==> config.mk <==
export PLATFORM = sky130hd
export DESIGN_NAME = alu_share_arb
export DESIGN_NICKNAME = d
export VERILOG_FILES = /design/src/rtl/alu_share_arb_pkg.sv /design/src/rtl/alu_share_rr2.sv /design/src/rtl/alu_share_arb.sv
export SDC_FILE = /design/constraint.sdc
export NUM_CORES = 1
export LEC_CHECK = 0
export BUFFER_PORTS_ARGS = -buffer_cell sky130_fd_sc_hd__buf_4
export CAP_MARGIN = 20
export CORE_UTILIZATION = 25
export CTS_BUF_LIST = sky130_fd_sc_hd__clkbuf_16
export DETAILED_ROUTE_END_ITERATION = 10
export GPL_ROUTABILITY_DRIVEN = 1
export GPL_TIMING_DRIVEN = 0
export PLACE_DENSITY = 0.6
export SLEW_MARGIN = 15
export SYNTH_ARGS = -nofsm -noshare
export SYNTH_HDL_FRONTEND = slang
export SYNTH_SLANG_ARGS = --single-unit
==> constraint.sdc <==
create_clock -name clk -period 3.6 [get_ports clk]
set_input_delay 0.18 -clock clk [delete_from_list [all_inputs] [get_ports clk]]
set_output_delay 0.18 -clock clk [all_outputs]
set_load 0.01 [all_outputs]
==> src/rtl/alu_share_arb_pkg.sv <==
// ---------------------------------------------------------------------------
// alu_share_arb_pkg
// Shared ALU opcode encodings, the compare-op classifier and the response
// buffer state type. The ALU and the arbiter both import this package so
// that they agree on opcodes and on which opcodes produce a valid cmp flag.
// ---------------------------------------------------------------------------
package alu_share_arb_pkg;

    // Opcode width the encodings below are defined for.
    localparam int ALU_OPW = 4;

    // ALU opcode encodings.
    localparam logic [ALU_OPW-1:0] ALU_add = 4'd0;
    localparam logic [ALU_OPW-1:0] ALU_sub = 4'd1;
    localparam logic [ALU_OPW-1:0] ALU_and = 4'd2;
    localparam logic [ALU_OPW-1:0] ALU_or  = 4'd3;
    localparam logic [ALU_OPW-1:0] ALU_sll = 4'd4;
    localparam logic [ALU_OPW-1:0] ALU_srl = 4'd5;
    localparam logic [ALU_OPW-1:0] ALU_eq  = 4'd6;
    localparam logic [ALU_OPW-1:0] ALU_lt  = 4'd7;
    localparam logic [ALU_OPW-1:0] ALU_lez = 4'd8;

    // Occupancy of one response buffer.
    typedef enum logic {
        BUF_EMPTY = 1'b0,
        BUF_FULL  = 1'b1
    } buf_state_e;

    // True for the opcodes whose cmp output is meaningful. For every other
    // opcode the ALU leaves cmp stale, so consumers must mask it.
    function automatic logic is_cmp_op(input logic [ALU_OPW-1:0] op);
        logic res;
        case (op)
            ALU_eq,
            ALU_lt,
            ALU_lez: res = 1'b1;
            default: res = 1'b0;
        endcase
        return res;
    endfunction

endpackage : alu_share_arb_pkg

==> src/rtl/alu_share_rr2.sv <==
// ---------------------------------------------------------------------------
// alu_share_rr2
// Two-way round-robin grant logic, purely combinational. A requester
// competes only when it is both valid and eligible; on a tie the requester
// named by prio wins. next_prio points away from whoever was granted and
// holds when nothing is granted.
// ---------------------------------------------------------------------------
module alu_share_rr2 (
    input  logic [1:0] valid,
    input  logic [1:0] eligible,
    input  logic       prio,
    output logic [1:0] grant,
    output logic       next_prio
);

    logic [1:0] cand_s;

    // Pick at most one candidate, breaking ties with the priority pointer.
    always_comb begin
        cand_s = valid & eligible;
        case (cand_s)
            2'b01:   grant = 2'b01;
            2'b10:   grant = 2'b10;
            2'b11:   grant = prio ? 2'b10 : 2'b01;
            default: grant = 2'b00;
        endcase
    end

    // Move priority to the requester that did not win; hold when idle.
    always_comb begin
        if (grant[0]) begin
            next_prio = 1'b1;
        end else if (grant[1]) begin
            next_prio = 1'b0;
        end else begin
            next_prio = prio;
        end
    end

endmodule : alu_share_rr2

==> src/rtl/alu_share_arb.sv <==
// ---------------------------------------------------------------------------
// alu_share_arb
// Shares one combinational ALU between two requesters (port 0: execute
// stage, port 1: auxiliary compare/address unit). A granted operation is
// latched into a single issue register (s1) that alone drives the ALU; one
// cycle later the ALU result is written into the owning requester's
// response buffer, which holds until the requester takes it.
//
// Optional build macro: ALU_SHARE_ARB_STATS_EN adds the grant and conflict
// counters stat_grant0, stat_grant1 and stat_conflict.
//
// OPW must be at least the package opcode width (4).
// ---------------------------------------------------------------------------
module alu_share_arb
    import alu_share_arb_pkg::*;
#(
    parameter int DW  = 32,
    parameter int OPW = 4
) (
    input  logic           clk,
    input  logic           reset,
    // requester 0
    input  logic           req0_valid,
    output logic           req0_ready,
    input  logic [DW-1:0]  req0_a,
    input  logic [DW-1:0]  req0_b,
    input  logic [4:0]     req0_shamt,
    input  logic [OPW-1:0] req0_op,
    // requester 1
    input  logic           req1_valid,
    output logic           req1_ready,
    input  logic [DW-1:0]  req1_a,
    input  logic [DW-1:0]  req1_b,
    input  logic [4:0]     req1_shamt,
    input  logic [OPW-1:0] req1_op,
    // response 0
    output logic           resp0_valid,
    input  logic           resp0_ready,
    output logic [DW-1:0]  resp0_c,
    output logic           resp0_cmp,
    // response 1
    output logic           resp1_valid,
    input  logic           resp1_ready,
    output logic [DW-1:0]  resp1_c,
    output logic           resp1_cmp,
    // shared ALU
    output logic [DW-1:0]  alu_a,
    output logic [DW-1:0]  alu_b,
    output logic [4:0]     alu_shamt,
    output logic [OPW-1:0] alu_op,
    input  logic [DW-1:0]  alu_c,
    input  logic           alu_cmp
`ifdef ALU_SHARE_ARB_STATS_EN
    ,
    output logic [31:0]    stat_grant0,
    output logic [31:0]    stat_grant1,
    output logic [31:0]    stat_conflict
`endif
);

    // Port bundling
    logic [1:0]     req_valid_s;
    logic [1:0]     resp_ready_s;
    logic [1:0]     resp_valid_s;
    logic [1:0]     eligible_s;
    logic [1:0]     grant_s;
    logic           next_prio_s;

    // Operand selection for the granted requester
    logic [DW-1:0]  sel_a_s;
    logic [DW-1:0]  sel_b_s;
    logic [4:0]     sel_shamt_s;
    logic [OPW-1:0] sel_op_s;
    logic           sel_id_s;
    logic           cmp_masked_s;

    // Priority pointer and issue stage
    logic           prio_q;
    logic           s1_v_q;
    logic           s1_id_q;
    logic [DW-1:0]  s1_a_q;
    logic [DW-1:0]  s1_b_q;
    logic [4:0]     s1_shamt_q;
    logic [OPW-1:0] s1_op_q;

    // Response buffers
    buf_state_e     resp_state_q [2];
    logic [DW-1:0]  resp_c_q     [2];
    logic [1:0]     resp_cmp_q;

    assign req_valid_s  = {req1_valid, req0_valid};
    assign resp_ready_s = {resp1_ready, resp0_ready};

    // Decode buffer occupancy into per-port valid bits.
    always_comb begin
        for (int i = 0; i < 2; i++) begin
            if (resp_state_q[i] == BUF_FULL) begin
                resp_valid_s[i] = 1'b1;
            end else begin
                resp_valid_s[i] = 1'b0;
            end
        end
    end

    // A requester may issue only if its buffer will be free by writeback time
    // and it does not already own the operation in flight.
    always_comb begin
        for (int i = 0; i < 2; i++) begin
            if ((!resp_valid_s[i] || resp_ready_s[i]) &&
                !(s1_v_q && (s1_id_q == i[0]))) begin
                eligible_s[i] = 1'b1;
            end else begin
                eligible_s[i] = 1'b0;
            end
        end
    end

    alu_share_rr2 u_rr2 (
        .valid     (req_valid_s),
        .eligible  (eligible_s),
        .prio      (prio_q),
        .grant     (grant_s),
        .next_prio (next_prio_s)
    );

    assign req0_ready = grant_s[0];
    assign req1_ready = grant_s[1];

    // Route the granted requester's operation towards the issue register.
    always_comb begin
        if (grant_s[1]) begin
            sel_a_s     = req1_a;
            sel_b_s     = req1_b;
            sel_shamt_s = req1_shamt;
            sel_op_s    = req1_op;
            sel_id_s    = 1'b1;
        end else begin
            sel_a_s     = req0_a;
            sel_b_s     = req0_b;
            sel_shamt_s = req0_shamt;
            sel_op_s    = req0_op;
            sel_id_s    = 1'b0;
        end
    end

    // Keep the cmp flag only for compare opcodes; otherwise it is stale.
    always_comb begin
        if (is_cmp_op(ALU_OPW'(s1_op_q))) begin
            cmp_masked_s = alu_cmp;
        end else begin
            cmp_masked_s = 1'b0;
        end
    end

    // Issue stage, priority pointer and response buffer updates.
    always_ff @(posedge clk) begin
        if (reset) begin
            prio_q     <= 1'b0;
            s1_v_q     <= 1'b0;
            s1_id_q    <= 1'b0;
            s1_a_q     <= '0;
            s1_b_q     <= '0;
            s1_shamt_q <= 5'd0;
            s1_op_q    <= '0;
            resp_cmp_q <= 2'b00;
            for (int i = 0; i < 2; i++) begin
                resp_state_q[i] <= BUF_EMPTY;
                resp_c_q[i]     <= '0;
            end
        end else begin
            prio_q <= next_prio_s;

            // Operands are held when idle; only s1_v_q marks them stale.
            if (grant_s != 2'b00) begin
                s1_v_q     <= 1'b1;
                s1_id_q    <= sel_id_s;
                s1_a_q     <= sel_a_s;
                s1_b_q     <= sel_b_s;
                s1_shamt_q <= sel_shamt_s;
                s1_op_q    <= sel_op_s;
            end else begin
                s1_v_q <= 1'b0;
            end

            // Writeback wins over a same-cycle drain so the new result
            // replaces the consumed one and the buffer stays full.
            for (int i = 0; i < 2; i++) begin
                if (s1_v_q && (s1_id_q == i[0])) begin
                    resp_state_q[i] <= BUF_FULL;
                    resp_c_q[i]     <= alu_c;
                    resp_cmp_q[i]   <= cmp_masked_s;
                end else if (resp_valid_s[i] && resp_ready_s[i]) begin
                    resp_state_q[i] <= BUF_EMPTY;
                end else begin
                    resp_state_q[i] <= resp_state_q[i];
                end
            end
        end
    end

    assign resp0_valid = resp_valid_s[0];
    assign resp0_c     = resp_c_q[0];
    assign resp0_cmp   = resp_cmp_q[0];
    assign resp1_valid = resp_valid_s[1];
    assign resp1_c     = resp_c_q[1];
    assign resp1_cmp   = resp_cmp_q[1];

    assign alu_a     = s1_a_q;
    assign alu_b     = s1_b_q;
    assign alu_shamt = s1_shamt_q;
    assign alu_op    = s1_op_q;

`ifdef ALU_SHARE_ARB_STATS_EN
    logic [31:0] stat_grant0_q;
    logic [31:0] stat_grant1_q;
    logic [31:0] stat_conflict_q;

    // Free-running wrap-around counters of grants and two-way contention.
    always_ff @(posedge clk) begin
        if (reset) begin
            stat_grant0_q   <= 32'd0;
            stat_grant1_q   <= 32'd0;
            stat_conflict_q <= 32'd0;
        end else begin
            if (grant_s[0]) begin
                stat_grant0_q <= stat_grant0_q + 32'd1;
            end
            if (grant_s[1]) begin
                stat_grant1_q <= stat_grant1_q + 32'd1;
            end
            if ((req_valid_s & eligible_s) == 2'b11) begin
                stat_conflict_q <= stat_conflict_q + 32'd1;
            end
        end
    end

    assign stat_grant0   = stat_grant0_q;
    assign stat_grant1   = stat_grant1_q;
    assign stat_conflict = stat_conflict_q;
`endif

endmodule : alu_share_arb
### Yosys cells after proc, flatten, opt, wreduce, memory -nomap -nowiden

Memory sizes are Yosys's and may differ from the RTL's.
Index checks and enable logic that the tools add are counted.

* flip-flop bits (word level): 78
* latch bits: 0
* RAM bits: 66
* bits in read-only memories: 0
* input bits: 185
* output and inout bits: 143
* memories: 2

* $add $sub $neg: 0
* multipliers: 0
* divide/modulo/power cells: 0
* order comparisons: 0
* equality and inequality tests: 6
* shift-type cells: 0
* multiplexer cells: 48
* bitwise gates (word level): 10
* reductions and logical operators: 14

Memory list
* resp_c_q: words 2, bits a word 32, rd ports 2, clocked after Yosys merged registers in 0, wr ports 2, line alu_share_arb.sv:88 `logic [DW-1:0] resp_c_q [2];`
* resp_state_q: words 2, bits a word 1, rd ports 2, clocked after Yosys merged registers in 0, wr ports 2, line alu_share_arb.sv:87 `buf_state_e resp_state_q [2];`

Operator list (number)
* 32-bit two-way mux: 4
* 1-bit two-way mux: 40
* 4-bit by 3-bit == test with 1-bit output (second input constant): 2
* 1-bit OR: 8
* 1-bit logical AND: 6
* 2-bit one-hot mux with 3 select lines: 1
* 5-bit two-way mux: 1
* 2-bit == test (second input constant): 2
* 4-bit == test (second input constant): 1
* 1-bit logical NOT: 4
* 4-bit two-way mux: 1
* 3-bit OR reduction: 1
* 2-bit bitwise AND: 1
* 2-bit by 1-bit == test with 1-bit output (second input constant): 1
* 1-bit logical OR: 2
* 2-bit two-way mux: 1
* 2-bit nonzero test: 1
* 1-bit inverter: 1

### Logic depth before layout (Yosys ltp)

Gate-level depths: netlist of the first run.

* word-level depth: 10
* gate-level depth with buffers: 7
* depth with buffers taken out: 4

### Hierarchy

From an unflattened synthesis of the first run, not the netlist that was laid out.

* cells, all modules: 458
* area total of the unflattened synthesis: 5935.7 um^2

Modules (own cells, without submodules)
* alu_share_arb: times used 1, cells each 453, area an instance 5904.4 um^2, seq. area each 3543.4 um^2
* alu_share_rr2: times used 1, cells each 5, area an instance 31.3 um^2, seq. area each 0.0 um^2

### Worst setup path after synthesis of the first run

OpenSTA, ideal clock, no wires.

* kind: input-to-reg
* from: in reset
* to: mem resp_c_q[1][0] (netlist: resp_c_q[0][32]), enable pin
* setup time: 0.394 ns
* data arrival time: 1.566 ns
* path slack: 1.640 ns
* stages on the path: 3
* path buffers: 2
* cell sequence: clkbuf_1 -> clkbuf_1 -> nand2b_1

RTL lines
* start, declared: line alu_share_arb.sv:21 `input logic reset,`
* end, declared: line alu_share_arb.sv:88

==> impl_metrics.ini, run 1 <==
[power_and_ir_drop]
swShare_pct = 30.20
combinationalPowerShare_pct = 21.5
power_density_nw_per_um2 = 495.1
p_leak_nw = 3.971
switching_power_mw = 1.420
p_seq_share_pct = 41.7
p_total_mw = 4.703
p_clk_share_pct = 36.8
p_int_mw = 3.283
max-vdd-ir-drop_uv = 257.4

[global_routing]
grt.overflow.total = 0
grt_pass1_vias = 6037
antenna_found_initial = 1
grt_use_met1_pct = 22.05
top_usage_layer = met2
gr-usage-all-layers_pct = 18.64
grtUsageMet3_pct = 6.250
grt_start_max_net_pins = 28
grtUsageMet2_pct = 31.58
grt_pass1_wl_um = 34530

[yosys]
synth_nets = 756
synth_area_leader_cell = edfxtp_1
synth.most_common_cell = dfxtp_1
synthCells = 571
ys.flop_type = dfxtp_1
ys_warn_count = 0
ys_ff_latch = 144
synth_edf_count = 66
synthArstFlopShare_pct = 0
synthDistinctLibCells = 35
synth_area_leaders = edfxtp_1 (33%), dfxtp_1 (26%), a311oi_1 (10%)
synthesis.area_um2 = 6017
postSynthAreaPerCell_um2 = 10.54
synthTopCellsByCount = dfxtp_1 (78), nand3_1 (74), nor3_1 (73)
synth_top_area_share_pct = 32.94
ys_seq_area_share_pct = 58.89

[routing]
dr.pass1.iters = 4
vias = 6103
drcViolationCount = 0
drtIter0Drc = 310
wl_per_cell_um = 18.56
drt_wl_total_um = 23220
via_per_inst = 4.878
ant_nets = 0

[place]
gp_congestion = 0.8599
post-dp-hpwl_um = 17300
placed_area_um2 = 8924
portBuffers = 327
pre_cts_ws_ns = 0.9690

[worst_setup_path]
worstSetupPathType = reg2out
crit_path_start_kind = flop
critPathMaxFanout = 10
worstReg2RegEnd = alu_b[25]
worstSetupEndpointType = output pin
r2r_start = resp_state_q[0]
ff2ff_path_depth = 6
worstPathRequired_ns = 3.42
r2r_setup_slack_ns = 1.29
worst_ep_arrival_time_ns = 2.45

[sta]
setup_violations = 0
clock_skew_ns = 0.008965
rsz0062_at_grt = false
slew_violations = 0
whs_ns = 0.04777
fin_crit_ns = 2.630
fin_setup_tns_ns = 0
maxSlewHeadroom_pct = 41.52
post-route-period-util_pct = 73.06
fmaxAchievable_mhz = 380.2
hold_viol = 0
worstMarginPinSlew_ns = 0.8707
fin_ws_ns = 0.9700

[floorplan]
die_x_um = 157.1
core_um2 = 23540
dieArea_um2 = 24690
io-pin-count = 328
rows = 56
start_util_pct = 25.56
die_h_um = 157.1

[clock_network]
ctsResizeCount = 0
postCtsHoldBufs = 0
cts_sinks = 144
cts_setup_buffers = 0
clk_pin_slew_ns = 0.07
cts.path.max_buffers = 2
htreeDepth = 4
cts_made_buffers = 17
cts-root-buf = clkbuf_16
cts_tree = built
insertion_delay_ns = 0.42

[min_path]
holdPathStages = 3
hp-class = in2reg
hold_path_end = alu_shamt[1]
worstHoldStart = req1_shamt[1]

[flow_run]
maxCapViolations = 0

[cells_and_area]
antenna_cells = 0
design_area_um2 = 9499
nNetsFinal = 1104
nFillCells = 2389
multi_input_area_um2 = 2175
syn_to_final_growth_pct = 57.87
drive_gt1_share_pct = 42.81
regArea_um2 = 3543

[run_status]
status = complete, no violations
==> stage by stage <==
stage	std cells	util [%]
4_1_cts	1251	40.35
3_3_place_gp	1217	37.68
5_1_grt	1251	40.35
6_report	1251	40.35
2_1_floorplan	571	-
3_5_place_dp	1219	37.90
==> critical path, stage by stage (launching register included) <==
cell	delay, ns
edfxtp_1	0.43
and2b_1	0.26
nor3_2	0.33
buf_2	0.37
buf_2	0.27
a21boi_0	0.20
buf_4	0.16
==> state kept, by name (all words and copies together), names as in the netlist <==
register	flops
resp_c_q	64
alu_a	32
alu_b	32
alu_shamt	5
alu_op	4
resp_cmp_q	2
resp_state_q	2
prio_q	1
s1_id_q	1
s1_v_q	1
==> power by group through the flow <==
stage               clock [mW]  combinational [mW]  sequential, mW
floorplan                    0               0.380            2.06
finish                    1.73                1.01            1.96
global route              1.86                1.10            1.98
detailed placement           0                1.02            2.00
CTS                       1.78                1.02            1.96
global placement             0                1.01            2.00
==> cell families after synthesis <==
kind of cell,after synthesis,synth area share [%]
flops,144,58.89
simple gates,200,18.09
compound gates,155,17.74
other cells,1,0.06232
buf+inv,70,5.053
mux,1,0.1664
==> worst max path at each step <==
stage	start	endpoint	slack, ns	cells past startpoint
6_report	resp_state_q[0]	req0_ready	0.97	6
5_1_grt	resp_state_q[0]	req0_ready	0.77	6
4_1_cts	resp_state_q[0]	req0_ready	0.89	6
3_5_place_dp	reset	resp_c_q[0][57]	0.97	5
3_3_place_gp	reset	resp_c_q[0][57]	0.26	4
2_1_floorplan	reset	resp_c_q[0][32]	1.64	3
==> cells in the final DEF (no fill, tap or decap), types with 17 or more instances in the layout <==
cell type / instances
nand3_1: 74
clkbuf_1: 34
a311oi_1: 72
buf_4: 328
and2_1: 32
o21ai_0: 63
clkbuf_16: 17
dfxtp_1: 78
edfxtp_1: 66
nor3_1: 73
buf_2: 29
==> cell type report <==
class                           instances  area share [%]
Sequential cell                       144           37.30
Timing Repair Buffer                  329           26.34
Multi-Input combinational cell        357           22.89
Clock buffer                           17           4.478
Tap cell                              319           4.202
Buffer                                 68           3.122
Clock inverter                         15           1.581
Inverter                                2         0.07903
==> metal layers <==
metal  share of wire, %  vias up
met5                  0        -
met1                 40     2878
met3                 10       24
met2                 48      300
met4                1.9        0
li1                   -     2901
Power figures use the tool's default switching activity.
==> run 2: changes to the inputs <==
==> constraint.sdc (replaced) <==
create_clock -name clk -period 2.6 [get_ports clk]
set_input_delay 0.13 -clock clk [delete_from_list [all_inputs] [get_ports clk]]
set_output_delay 0.13 -clock clk [all_outputs]
set_load 0.01 [all_outputs]
==> impl_metrics.ini, run 2 (synthesized netlist as in run 1, its figures left out) <==
[run_status]
status = complete, no violations

[floorplan]
io-pin-count = 328
start_util_pct = 25.56
die_h_um = 157.1
die_x_um = 157.1
dieArea_um2 = 24690
rows = 56
core_um2 = 23540

[worst_setup_path]
critPathMaxFanout = 10
worst_ep_arrival_time_ns = 2.31
critPathBufInv = 3
cp_slowest_stage_delay_ns = 0.39
worstSetupEndpointType = output pin
crit_family = buffers and inverters
worstSetupPathType = reg2out
critical-path-slowest-cell = edfxtp_1
critical_path.cell_chain = and2b_2, nor3_2, buf_4, buf_2, a21boi_0, buf_4
crit_path_start_kind = flop
crit_top_cell = buf_4
worstPathRequired_ns = 2.47

[power_and_ir_drop]
p_seq_share_pct = 40.8
switching_power_mw = 2.014
combinationalPowerShare_pct = 23.1
p_int_mw = 4.652
p_clk_share_pct = 36.1
p_leak_nw = 4.404
max-vdd-ir-drop_uv = 359.0
power_density_nw_per_um2 = 632.8
swShare_pct = 30.21

[clock_network]
cts_tree = built
cts_sinks = 144
htreeDepth = 4
clk_pin_slew_ns = 0.07
cts.path.max_buffers = 2
insertion_delay_ns = 0.42
cts_made_buffers = 17
cts-root-buf = clkbuf_16

[place]
portBuffers = 327
placed_area_um2 = 8924
post-dp-hpwl_um = 17300
pre_cts_ws_ns = 0.01901
gp_congestion = 0.8599
place_inst = 1219

[sta]
fmaxAchievable_mhz = 410.4
rsz0062_at_grt = false
maxSlewHeadroom_pct = 42.46
whs_ns = 0.01617
post-route-period-util_pct = 93.72
setup_violations = 0
slew_violations = 0
fin_setup_tns_ns = 0
fin_crit_ns = 2.437
worstMarginPinSlew_ns = 0.8567
fin_ws_ns = 0.1632
clock_skew_ns = 0.01443
hold_viol = 0

[min_path]
hp-class = in2reg

[cells_and_area]
largest_reg_flops = 64
top_register = resp_c_q
design_area_um2 = 10530
nFillCells = 2275
layout_common_cells = buf_4 (331), dlygate4sd3_1 (102), dfxtp_1 (78), nand3_1 (74), nor3_1 (73)
regArea_um2 = 3543
antenna_cells = 0
drive_gt1_share_pct = 38.74
multi_input_area_um2 = 2176
stdcell_count = 1354
nNetsFinal = 1207
layout_commonest_cell = buf_4
syn_to_final_growth_pct = 75.07

[global_routing]
grt_pass1_vias = 6574
grt_pass1_wl_um = 36490
gr-usage-all-layers_pct = 19.58
grt.overflow.total = 0
grt_start_max_net_pins = 28
antenna_found_initial = 1

[routing]
dr.pass1.iters = 7
vias = 6566
drcViolationCount = 0
wl_per_cell_um = 18.15
drtIter0Drc = 337
ant_nets = 0
via_per_inst = 4.849
drt_wl_total_um = 24570

[flow_run]
maxCapViolations = 0
==> run 2: cell types whose count changed in the layout (fill, tap and decap cells not counted), sizes merged <==
| cell | before | now |
|---|---|---|
| dlygate4sd3 | 0 | 102 |
| buf | 362 | 363 |
==> run 2: final timing paths <==
kind / from / to / slack, ns / cells after the start
worst max register to register: resp_state_q[1] / alu_a[9] / 0.23 / 8
worst max-delay path: resp_state_q[0] / req0_ready / 0.16 / 6
worst min-delay path: req0_a[23] / alu_a[23] / 0.02 / 3
worst min register to register: resp_cmp_q[0] / resp_cmp_q[0] / 0.47 / 2
==> run 2: layout make-up <==
type / count / share of cell area (%)
Multi-Input combinational cell: 357 / 20.66
Timing Repair Buffer: 432 / 33.52
Buffer: 68 / 2.863
Clock inverter: 15 / 1.425
Sequential cell: 144 / 33.64
Inverter: 2 / 0.07127
Clock buffer: 17 / 4.038
Tap cell: 319 / 3.789
==> run 2: metrics by stage <==
stage               total power [mW]  utilization [%]
finish                         6.666            44.74
global route                   6.981            44.74
CTS                            6.726            44.71
detailed placement             4.181            37.90
global placement               4.165            37.68
floorplan                      3.381                -
==> run 2: power groups by stage <==
stage                     clock network, mW  logic, mW  registers [mW]
after floorplan                           0      0.526            2.85
after global placement                    0       1.40            2.77
after detailed placement                  0       1.41            2.77
after CTS                              2.46       1.54            2.72
after global routing                   2.57       1.67            2.74
final                                  2.41       1.54            2.72
==> run 2: worst register-to-register path: stages (launching register included) <==
cell and delay [ns]:
edfxtp_1 0.42, nand2b_1 0.14, and3_1 0.17, buf_2 0.17
buf_4 0.21, buf_2 0.33, nor3_1 0.08, a311oi_1 0.23
dlygate4sd3_1 0.57
==> run 2: layer usage <==
layer / part of all wire, % / wire length [µm] / global-route usage (%)
met1: 40 / 9714 / 22.77
met2: 49 / 12060 / 33.82
met3: 9.1 / 2238 / 5.947
met4: 2.3 / 557 / 7.166
met5: 0 / 0 / 0
==> run 2: what timing repair did <==
action,in CTS,in global routing
hold buffers,102,0
setup endpoints to repair,2,3
gates cloned,0,0
gates resized for setup,2,1
hold endpoints to repair,74,0
setup buffers,0,1
==> run 3: changes to the inputs <==
--- a/config.mk
+++ b/config.mk
@@ -7,6 +7,7 @@
 export LEC_CHECK = 0
 export BUFFER_PORTS_ARGS = -buffer_cell sky130_fd_sc_hd__buf_4
 export CAP_MARGIN = 20
+export CORE_ASPECT_RATIO = 1.4
 export CORE_UTILIZATION = 25
 export CTS_BUF_LIST = sky130_fd_sc_hd__clkbuf_16
 export DETAILED_ROUTE_END_ITERATION = 10
==> impl_metrics.ini, run 3 (synthesized netlist as in run 1, its figures left out) <==
[run_status]
status = complete, no violations

[floorplan]
die_x_um = 133.1
dieArea_um2 = 24700
die_h_um = 185.6
io-pin-count = 328
core_um2 = 23450
start_util_pct = 25.66
rows = 66

[power_and_ir_drop]
swShare_pct = 28.85
max-vdd-ir-drop_uv = 427.7
p_seq_share_pct = 40.9
switching_power_mw = 1.916
p_int_mw = 4.726
p_leak_nw = 4.482
power_density_nw_per_um2 = 618.2
combinationalPowerShare_pct = 23.7
p_clk_share_pct = 35.4

[worst_setup_path]
crit_family = buffers and inverters
r2r_setup_slack_ns = 0.18
critPathBufInv = 3
crit_top_cell = buf_4
cp_slowest_stage_delay_ns = 0.42
critPathMaxFanout = 10
worstSetupEndpointType = output pin
critical_path.cell_chain = and2b_1, nor3_2, buf_4, buf_2, a21boi_0, buf_4
worstPathRequired_ns = 2.47
crit_path_start_kind = flop
critical-path-slowest-cell = edfxtp_1
worstSetupPathType = reg2out
worst_ep_arrival_time_ns = 2.33

[global_routing]
grt.overflow.total = 0
grt_start_max_net_pins = 31
antenna_found_initial = 0
gr-usage-all-layers_pct = 19.78
grt_pass1_vias = 6812
grt_pass1_wl_um = 37350

[clock_network]
cts.path.max_buffers = 2
clk_pin_slew_ns = 0.06
cts_sinks = 144
cts-root-buf = clkbuf_16
htreeDepth = 4
cts_setup_buffers = 0
cts_tree = built
insertion_delay_ns = 0.42
cts_made_buffers = 17

[routing]
dr.pass1.iters = 5
drtIter0Drc = 390
ant_nets = 0
wl_per_cell_um = 18.16
drt_wl_total_um = 24790
drcViolationCount = 0
via_per_inst = 4.875
vias = 6654

[cells_and_area]
layout_commonest_cell = buf_4
drive_gt1_share_pct = 37.58
layout_common_cells = buf_4 (329), dlygate4sd3_1 (127), dfxtp_1 (78), nand3_1 (74), nor3_1 (73)
antenna_cells = 0
final_util_pct = 45.81
top_register = resp_c_q
largest_reg_flops = 64
nNetsFinal = 1231
design_area_um2 = 10740
syn_to_final_growth_pct = 78.56

[sta]
fmaxAchievable_mhz = 406.6
fin_setup_tns_ns = 0
whs_ns = 0.01619
hold_viol = 0
fin_crit_ns = 2.460
post-route-period-util_pct = 94.60
fin_ws_ns = 0.1405
rsz0062_at_grt = false
clock_skew_ns = 0.008190
setup_violations = 0
maxSlewHeadroom_pct = 42.71
worstMarginPinSlew_ns = 0.8530
slew_violations = 0

[place]
portBuffers = 327
placed_area_um2 = 8907
pre_cts_ws_ns = 0.3233
gp_congestion = 0.7766
post-dp-hpwl_um = 17690

[flow_run]
maxCapViolations = 0

[min_path]
hp-class = in2reg
[run 3: cell count changes in the layout (fill, tap and decap cells not counted), moves of 2 or more]
cell | before | now
dlygate4sd3_1 | 102 | 127
clkinvlp_4 | 1 | 5
buf_4 | 331 | 329
clkinv_8 | 2 | 0
clkinv_1 | 0 | 2
inv_8 | 4 | 2
inv_6 | 4 | 2
[run 3: final timing paths]
check,from,depth (start not counted),end
hold reg to reg,resp_cmp_q[0],2,resp_cmp_q[0]
hold / removal,req1_a[8],3,alu_a[8]
setup reg to reg,resp_state_q[0],5,alu_a[10]
setup / recovery,resp_state_q[0],6,req0_ready
[run 3: worst reg2reg max path, delay by kind of cell, from the launching register on]
kind	cells	cell delay, ns
AND/OR/NAND/NOR	2	0.90
flip-flops	1	0.42
AO/OA/AOI/OAI	2	0.47
buffers and inverters	1	0.58
[run 3: through the flow]
stage | total power, mW | cells
floorplan | 3.381 | 571
global placement | 4.162 | 1204
detailed placement | 4.186 | 1206
CTS | 6.707 | 1364
global route | 6.947 | 1365
finish | 6.642 | 1365
[run 3: what timing repair did]
item / 4_1_cts / 5_1_grt
gates resized for setup: 1 / 0
hold buffers: 126 / 1
endpoints found under the hold margin: 97 / 1
endpoints found under the setup margin: 1 / 0
[run 3: routing by layer]
layer	global-route usage, %	wire, µm
met4	8.000	670
met2	36.04	12880
met5	0	0
met3	4.956	1639
met1	21.87	9592
[run 3: area by class of cell]
class,count,area [µm²]
fill,2260,12710
timing repair buffer,456,3774
sequential,144,3543
multi-input combinational,357,2175
clock buffer,17,425.4
tap,306,382.9
buffer,68,299.0
clock inverter,15,137.6
inverter,2,7.507
[run 3: power groups by stage]
stage / registers [mW] / logic, mW / clock network, mW
final: 2.72 / 1.57 / 2.35
after global routing: 2.74 / 1.70 / 2.50
after CTS: 2.72 / 1.58 / 2.41
after detailed placement: 2.77 / 1.42 / 0
after global placement: 2.76 / 1.40 / 0
after floorplan: 2.85 / 0.526 / 0
